==> config.mk <==
export PLATFORM = sky130hd
export DESIGN_NAME = exception_sequencer
export DESIGN_NICKNAME = d
export VERILOG_FILES = /design/src/rtl/exc_pkg.sv /design/src/rtl/exc_priority_enc.sv /design/src/rtl/exception_sequencer.sv
export SDC_FILE = /design/constraint.sdc
export NUM_CORES = 1
export LEC_CHECK = 0
export ABC_AREA = 1
export BUFFER_PORTS_ARGS = -buffer_cell sky130_fd_sc_hd__buf_2
export CORE_MARGIN = 2
export CORE_UTILIZATION = 51
export DETAILED_ROUTE_END_ITERATION = 10
export PLACE_DENSITY = 0.91
export SLEW_MARGIN = 0
export SYNTH_ARGS = -nofsm -noshare
export SYNTH_HDL_FRONTEND = slang
export SYNTH_SLANG_ARGS = --single-unit
==> constraint.sdc <==
create_clock -name clk -period 4.5 [get_ports clk]
set_clock_uncertainty 0.2 [all_clocks]
set_input_delay 0.45 -clock clk [delete_from_list [all_inputs] [get_ports clk]]
set_output_delay 0.45 -clock clk [all_outputs]
set_load 0.05 [all_outputs]
==> src/rtl/exc_pkg.sv <==
// Shared definitions for the ARM exception entry sequencer.
// Holds the processor mode encodings, register-bank override codes,
// exception codes, vector offsets, the entry FSM state type, CPSR bit
// positions, and small lookup helpers. The helpers map an exception
// code to its target mode, bank code, vector offset and entry CPSR.
package exc_pkg;

   // Processor mode field values (CPSR[4:0])
   localparam logic [4:0] MODE_USR = 5'b10000;
   localparam logic [4:0] MODE_FIQ = 5'b10001;
   localparam logic [4:0] MODE_IRQ = 5'b10010;
   localparam logic [4:0] MODE_SVC = 5'b10011;
   localparam logic [4:0] MODE_UND = 5'b11011;
   localparam logic [4:0] MODE_SYS = 5'b11111;

   // Register-bank override codes driven on change_m
   localparam logic [2:0] CM_NONE = 3'd0;
   localparam logic [2:0] CM_FIQ  = 3'd1;
   localparam logic [2:0] CM_IRQ  = 3'd2;
   localparam logic [2:0] CM_SVC  = 3'd3;
   localparam logic [2:0] CM_UND  = 3'd4;

   // Exception codes driven on exc_taken
   localparam logic [2:0] EXC_NONE = 3'd0;
   localparam logic [2:0] EXC_FIQ  = 3'd1;
   localparam logic [2:0] EXC_IRQ  = 3'd2;
   localparam logic [2:0] EXC_SWI  = 3'd3;
   localparam logic [2:0] EXC_UND  = 3'd4;

   // Vector offsets from the vector base
   localparam logic [7:0] VEC_UND = 8'h04;
   localparam logic [7:0] VEC_SWI = 8'h08;
   localparam logic [7:0] VEC_IRQ = 8'h18;
   localparam logic [7:0] VEC_FIQ = 8'h1C;

   // CPSR control bit positions
   localparam int I_BIT = 7;
   localparam int F_BIT = 6;
   localparam int T_BIT = 5;

   typedef enum logic [1:0] {
      ST_IDLE,
      ST_SAVE_LR,
      ST_SAVE_PSR,
      ST_LOAD_PC
   } exc_state_t;

   function automatic logic [4:0] mode_of(input logic [2:0] code);
      case (code)
         EXC_FIQ: mode_of = MODE_FIQ;
         EXC_IRQ: mode_of = MODE_IRQ;
         EXC_SWI: mode_of = MODE_SVC;
         EXC_UND: mode_of = MODE_UND;
         default: mode_of = MODE_USR;
      endcase
   endfunction

   function automatic logic [2:0] cm_of(input logic [2:0] code);
      case (code)
         EXC_FIQ: cm_of = CM_FIQ;
         EXC_IRQ: cm_of = CM_IRQ;
         EXC_SWI: cm_of = CM_SVC;
         EXC_UND: cm_of = CM_UND;
         default: cm_of = CM_NONE;
      endcase
   endfunction

   function automatic logic [7:0] vec_of(input logic [2:0] code);
      case (code)
         EXC_FIQ: vec_of = VEC_FIQ;
         EXC_IRQ: vec_of = VEC_IRQ;
         EXC_SWI: vec_of = VEC_SWI;
         EXC_UND: vec_of = VEC_UND;
         default: vec_of = 8'h00;
      endcase
   endfunction

   // Entry CPSR: new mode, IRQs disabled, ARM state, and FIQs disabled
   // only when entering FIQ mode.
   function automatic logic [31:0] entry_psr(input logic [31:0] psr,
                                             input logic [2:0]  code);
      logic [31:0] r;
      r        = psr;
      r[4:0]   = mode_of(code);
      r[I_BIT] = 1'b1;
      r[T_BIT] = 1'b0;
      if (code == EXC_FIQ) begin
         r[F_BIT] = 1'b1;
      end
      entry_psr = r;
   endfunction

endpackage

==> src/rtl/exc_priority_enc.sv <==
// Combinational priority encoder for pending exceptions.
// Ports:
//   fiq, irq         level interrupt requests
//   f_mask, i_mask   CPSR F and I bits (1 = masked)
//   und_pend         latched undefined-instruction request
//   swi_pend         latched SWI request
//   valid            some candidate is present
//   code             exception code of the winner (FIQ > IRQ > UND > SWI)
module exc_priority_enc
   import exc_pkg::*;
(
   input  logic       fiq,
   input  logic       irq,
   input  logic       f_mask,
   input  logic       i_mask,
   input  logic       und_pend,
   input  logic       swi_pend,
   output logic       valid,
   output logic [2:0] code
);

   // Fixed priority chain; masked interrupts simply drop out of the race.
   always_comb begin
      valid = 1'b1;
      code  = EXC_NONE;
      if (fiq && !f_mask) begin
         code = EXC_FIQ;
      end else if (irq && !i_mask) begin
         code = EXC_IRQ;
      end else if (und_pend) begin
         code = EXC_UND;
      end else if (swi_pend) begin
         code = EXC_SWI;
      end else begin
         valid = 1'b0;
      end
   end

endmodule

==> src/rtl/exception_sequencer.sv <==
// ARM exception entry sequencer.
// At an instruction boundary picks the highest-priority unmasked pending
// exception, then over three cycles writes the banked LR, saves SPSR and
// updates CPSR, and finally loads the vector PC. busy stalls the core.
// Ports:
//   clk, rst                 clock, synchronous active-high reset
//   fiq, irq                 level interrupt requests
//   und_req, swi_req         one-cycle decoder pulses (latched until taken)
//   instr_done               instruction boundary
//   cpsr, pc_cur             current CPSR and next sequential PC
//   busy                     entry sequence in progress
//   change_m                 register-bank override code
//   write_reg/w_addr/w_data  register-file write port
//   write_pc/pc_new          PC load
//   cpsr_we/cpsr_new         CPSR write
//   spsr_we/spsr_mode/spsr_data  SPSR write
//   exc_taken                one-cycle code of the exception taken
module exception_sequencer
   import exc_pkg::*;
#(
   parameter logic [31:0] VECTOR_BASE = 32'h0000_0000
)
(
   input  logic        clk,
   input  logic        rst,
   input  logic        fiq,
   input  logic        irq,
   input  logic        und_req,
   input  logic        swi_req,
   input  logic        instr_done,
   input  logic [31:0] cpsr,
   input  logic [31:0] pc_cur,
   output logic        busy,
   output logic [2:0]  change_m,
   output logic        write_reg,
   output logic [3:0]  w_addr,
   output logic [31:0] w_data,
   output logic        write_pc,
   output logic [31:0] pc_new,
   output logic        cpsr_we,
   output logic [31:0] cpsr_new,
   output logic        spsr_we,
   output logic [4:0]  spsr_mode,
   output logic [31:0] spsr_data,
   output logic [2:0]  exc_taken
);

   exc_state_t  state, state_next;
   logic        und_pend, swi_pend;
   logic [31:0] saved_psr;
   logic [2:0]  sel_code;
   logic        enc_valid;
   logic [2:0]  enc_code;
   logic        take;

   logic        busy_nx, write_reg_nx, write_pc_nx, cpsr_we_nx, spsr_we_nx;
   logic [2:0]  change_m_nx, exc_taken_nx;
   logic [3:0]  w_addr_nx;
   logic [31:0] w_data_nx, pc_new_nx, cpsr_new_nx, spsr_data_nx;
   logic [4:0]  spsr_mode_nx;

   exc_priority_enc u_prio (
      .fiq      (fiq),
      .irq      (irq),
      .f_mask   (cpsr[F_BIT]),
      .i_mask   (cpsr[I_BIT]),
      .und_pend (und_pend),
      .swi_pend (swi_pend),
      .valid    (enc_valid),
      .code     (enc_code)
   );

   assign take = (state == ST_IDLE) && instr_done && enc_valid;

   // Outputs are registered, so this block computes the outputs belonging
   // to the state being entered: leaving IDLE produces the SAVE_LR strobes,
   // leaving SAVE_LR produces SAVE_PSR strobes, and so on. The LR write
   // uses live inputs because it is emitted on the selection edge itself.
   always_comb begin
      state_next   = state;
      busy_nx      = 1'b0;
      change_m_nx  = CM_NONE;
      write_reg_nx = 1'b0;
      w_addr_nx    = 4'd0;
      w_data_nx    = 32'd0;
      write_pc_nx  = 1'b0;
      pc_new_nx    = 32'd0;
      cpsr_we_nx   = 1'b0;
      cpsr_new_nx  = 32'd0;
      spsr_we_nx   = 1'b0;
      spsr_mode_nx = 5'd0;
      spsr_data_nx = 32'd0;
      exc_taken_nx = EXC_NONE;
      case (state)
         ST_IDLE: begin
            if (take) begin
               state_next   = ST_SAVE_LR;
               busy_nx      = 1'b1;
               exc_taken_nx = enc_code;
               change_m_nx  = cm_of(enc_code);
               write_reg_nx = 1'b1;
               w_addr_nx    = 4'd14;
               w_data_nx    = ((enc_code == EXC_FIQ) || (enc_code == EXC_IRQ))
                              ? pc_cur + 32'd4 : pc_cur;
            end
         end
         ST_SAVE_LR: begin
            state_next   = ST_SAVE_PSR;
            busy_nx      = 1'b1;
            change_m_nx  = cm_of(sel_code);
            spsr_we_nx   = 1'b1;
            spsr_mode_nx = mode_of(sel_code);
            spsr_data_nx = saved_psr;
            cpsr_we_nx   = 1'b1;
            cpsr_new_nx  = entry_psr(saved_psr, sel_code);
         end
         ST_SAVE_PSR: begin
            state_next   = ST_LOAD_PC;
            busy_nx      = 1'b1;
            write_pc_nx  = 1'b1;
            pc_new_nx    = VECTOR_BASE + {24'd0, vec_of(sel_code)};
         end
         ST_LOAD_PC: begin
            state_next   = ST_IDLE;
         end
         default: begin
            state_next   = ST_IDLE;
         end
      endcase
   end

   // State, capture registers, pending latches and registered outputs.
   // A request pulse always sets its latch, even on the edge that clears
   // it for the exception being taken, so no pulse is ever lost.
   always_ff @(posedge clk) begin
      if (rst) begin
         state     <= ST_IDLE;
         und_pend  <= 1'b0;
         swi_pend  <= 1'b0;
         saved_psr <= 32'd0;
         sel_code  <= EXC_NONE;
         busy      <= 1'b0;
         change_m  <= CM_NONE;
         write_reg <= 1'b0;
         w_addr    <= 4'd0;
         w_data    <= 32'd0;
         write_pc  <= 1'b0;
         pc_new    <= 32'd0;
         cpsr_we   <= 1'b0;
         cpsr_new  <= 32'd0;
         spsr_we   <= 1'b0;
         spsr_mode <= 5'd0;
         spsr_data <= 32'd0;
         exc_taken <= EXC_NONE;
      end else begin
         state     <= state_next;
         und_pend  <= (und_pend && !(take && (enc_code == EXC_UND))) || und_req;
         swi_pend  <= (swi_pend && !(take && (enc_code == EXC_SWI))) || swi_req;
         if (take) begin
            saved_psr <= cpsr;
            sel_code  <= enc_code;
         end
         busy      <= busy_nx;
         change_m  <= change_m_nx;
         write_reg <= write_reg_nx;
         w_addr    <= w_addr_nx;
         w_data    <= w_data_nx;
         write_pc  <= write_pc_nx;
         pc_new    <= pc_new_nx;
         cpsr_we   <= cpsr_we_nx;
         cpsr_new  <= cpsr_new_nx;
         spsr_we   <= spsr_we_nx;
         spsr_mode <= spsr_mode_nx;
         spsr_data <= spsr_data_nx;
         exc_taken <= exc_taken_nx;
      end
   end

endmodule

==> impl_metrics.tcl <==
set metrics [dict create \
    avgSynthCellArea_um2 8.021 \
    cp_common_cell "inv_1" \
    drc 0 \
    antenna_found_initial 0 \
    io_buffer_count 185 \
    dp_hpwl_um 7948 \
    status "completed" \
    ys_types 38 \
    most-common-layout-cells "185 x buf_2, 121 x dfxtp_1, 85 x nor2_1, 81 x inv_1, 75 x nand2_1" \
    drt_pass1_iterations 5 \
    critical_path_class "flop to flop" \
    gp_congestion 0.8889 \
    layout_commonest_cell "buf_2" \
    die_height_um 103.9 \
    worstSetupStartpointType "flop" \
    worstPathRequired_ps 4690 \
    grt_pass1_vias 3912 \
    fmax_ghz 0.4283 \
    cp_top_family "buffers and inverters" \
    ios 219 \
    vdd_drop_max_v 0.0002644 \
    insertion_delay_ps 490 \
    tightestPinTransition_ps 971.5 \
    clk_path_buf_depth 2 \
    slew_headroom_pct 34.83 \
    setup_tns_ps 0 \
    synth_seq_area_share_pct 47.56 \
    cts_setup_buffers 0 \
    cts.sinks 121 \
    grt_usage_pct 20.21 \
    hold_viol_final 0 \
    path_max_fanout 35 \
    critPathSlowestCell "clkinv_1" \
    use_met1_pct 22.75 \
    finalWirelength_um 10980 \
    yosys_warnings 0 \
    arrival_ps 2520 \
    power_mw 3.403 \
    fin_crit_ps 2335 \
    worst_hold_path_type "input port to flop" \
    grt_use_met3_pct 6.767 \
    wl_per_cell_um 11.71 \
    postLayoutCoreUtil_pct 64.72 \
    nets 867 \
    cpPeakStageDelay_ps 780 \
    die-area_um2 10800 \
    first_iter_violations 178 \
    overflow 0 \
    numCtsBuffers 17 \
    htree_num_levels 4 \
    grt_max_degree 73 \
    reg2reg_slack_ps 2160 \
    p_switching_mw 1.238 \
    chipWidth_um 103.9 \
    ys_ff_latch 121 \
    path_cells "inv_1 > ha_1 > inv_1 > nor2_1 > clkinv_1 > a21oi_1" \
    p_int_mw 2.165 \
    vias 4253 \
    fp-row-count 36 \
    areaGrowthSynthToFinish_pct 23.63 \
    tritoncts "done" \
    pwr-share-comb_pct 25.4 \
    top_usage_layer "met2" \
    cts_hold_buf 5 \
    final-max-slew-violation-count 0 \
    leakage_nw 3.190 \
    cts-root-buf "clkbuf_8" \
    final_antenna_net_count 0 \
    antenna_cells 0 \
    detail_route.vias_per_cell 4.539 \
    drv_cap 0 \
    drive_gt1_share_pct 31.59 \
    worst-path-buf-inv 3 \
    core_area_um2 9729 \
    period_share_pct 51.89 \
    crit_path_end_kind "flop" \
    syn_inst 635 \
    power_frac_seq_pct 37.1 \
    cts-resized-gates 0 \
    clk_pin_slew_ps 60 \
    grt_pass1_wl_um 17920 \
    grt_util_met2_pct 36.28 \
    p_clk_share_pct 37.4 \
    finalSetupViolCount 0 \
    start_util_pct 52.35 \
    swShare_pct 36.37 \
    synth_area_um2 5094 \
    p_per_area_nw_per_um2 540.4 \
    rsz0062_at_grt "no" \
]
-- cell families after synthesis --
logic type               share of synthesized area (%)
AND/OR/NAND/NOR                                  21.05
buffers and inverters                            18.77
flip-flops                                       47.56
AO/OA/AOI/OAI                                    10.81
adder cells (fa/ha/maj)                          1.228
XOR/XNOR                                        0.5159
other                                          0.07362
-- power groups by stage --
stage / Sequential, mW / Clock, mW / Combinational (mW)
finish: 1.26 / 1.27 / 0.866
global route: 1.28 / 1.35 / 0.934
CTS: 1.26 / 1.30 / 0.871
detailed placement: 1.29 / 0 / 0.863
global placement: 1.28 / 0 / 0.850
floorplan: 1.50 / 0 / 0.546
-- per-layer routing --
layer,share of wire (%),vias up
met1,42,1892
met3,7.2,10
met4,0.93,0
li1,-,2196
met2,50,155
met5,0,-
-- state kept, by name, indices dropped and copies added (netlist names) --
register   cells
busy           1
saved_psr     32
sel_code       3
pc_new         3
cpsr_new       7
change_m       3
state          2
w_data        32
spsr_data     31
write_pc       1
swi_pend       1
und_pend       1
w_addr         1
exc_taken      3
-- Yosys cell counts (all sizes together) --
master  number  area share (%)
nand4        4            0.49
nand3b       3            0.44
o21ai       43             4.2
nor2        97             8.3
xnor2        1            0.17
nor3b        1            0.15
o21bai       2            0.29
clkinv       1           0.074
a31oi        1            0.12
nor3         5            0.59
o21a         1            0.15
nand2       85             7.1
ha           5             1.2
dfxtp      121              48
buf         80              12
clkbuf       5            0.37
or2          3            0.37
inv         86             6.4
conb         1           0.074
xor2         2            0.34
a21boi       1            0.15
a21oi       59             5.9
nand3       27             3.4
and3         1            0.12
-- through the flow --
step | worst slack [ps] | area (um2) | instances | hold slack, ps
after floorplan | 2873 | 5214 | 667 | 216.0
after global placement | 1959 | 5679 | 900 | 220.5
after detailed placement | 1934 | 5679 | 900 | 225.4
after CTS | 2117 | 6297 | 937 | 8.085
after global routing | 1963 | 6297 | 937 | 9.905
final | 2165 | 6297 | 937 | 28.25
-- final cells by class --
type	instances	area (um2)
flip-flops and latches	121	2422
clock buffers	18	427.9
repair buffers	190	975.9
fillers	873	3432
clock inverters	14	140.1
well taps	133	166.4
multi-input cells	374	1836
inverters	87	329.1
-- tightest hold or removal path, delay by kind of cell --
kind	cells	cell delay, ps
AO/OA/AOI/OAI	2	160
buffers and inverters	1	70
-- path summary, 6_finish.rpt --
| check | endpoint | cells past startpoint | from |
|---|---|---|---|
| worst min register to register | spsr_data[13]$_SDFF_PP0_ | 2 | saved_psr[13]$_SDFFE_PP0N_ |
| worst max-delay path | cpsr_new[6]$_SDFF_PP0_ | 6 | state[1]$_SDFFE_PP0P_ |
| worst min-delay path | saved_psr[18]$_SDFFE_PP0N_ | 3 | cpsr[18] |
| worst max register to register | cpsr_new[6]$_SDFF_PP0_ | 6 | state[1]$_SDFFE_PP0P_ |
No activity file was read; power rests on OpenSTA's default activity.
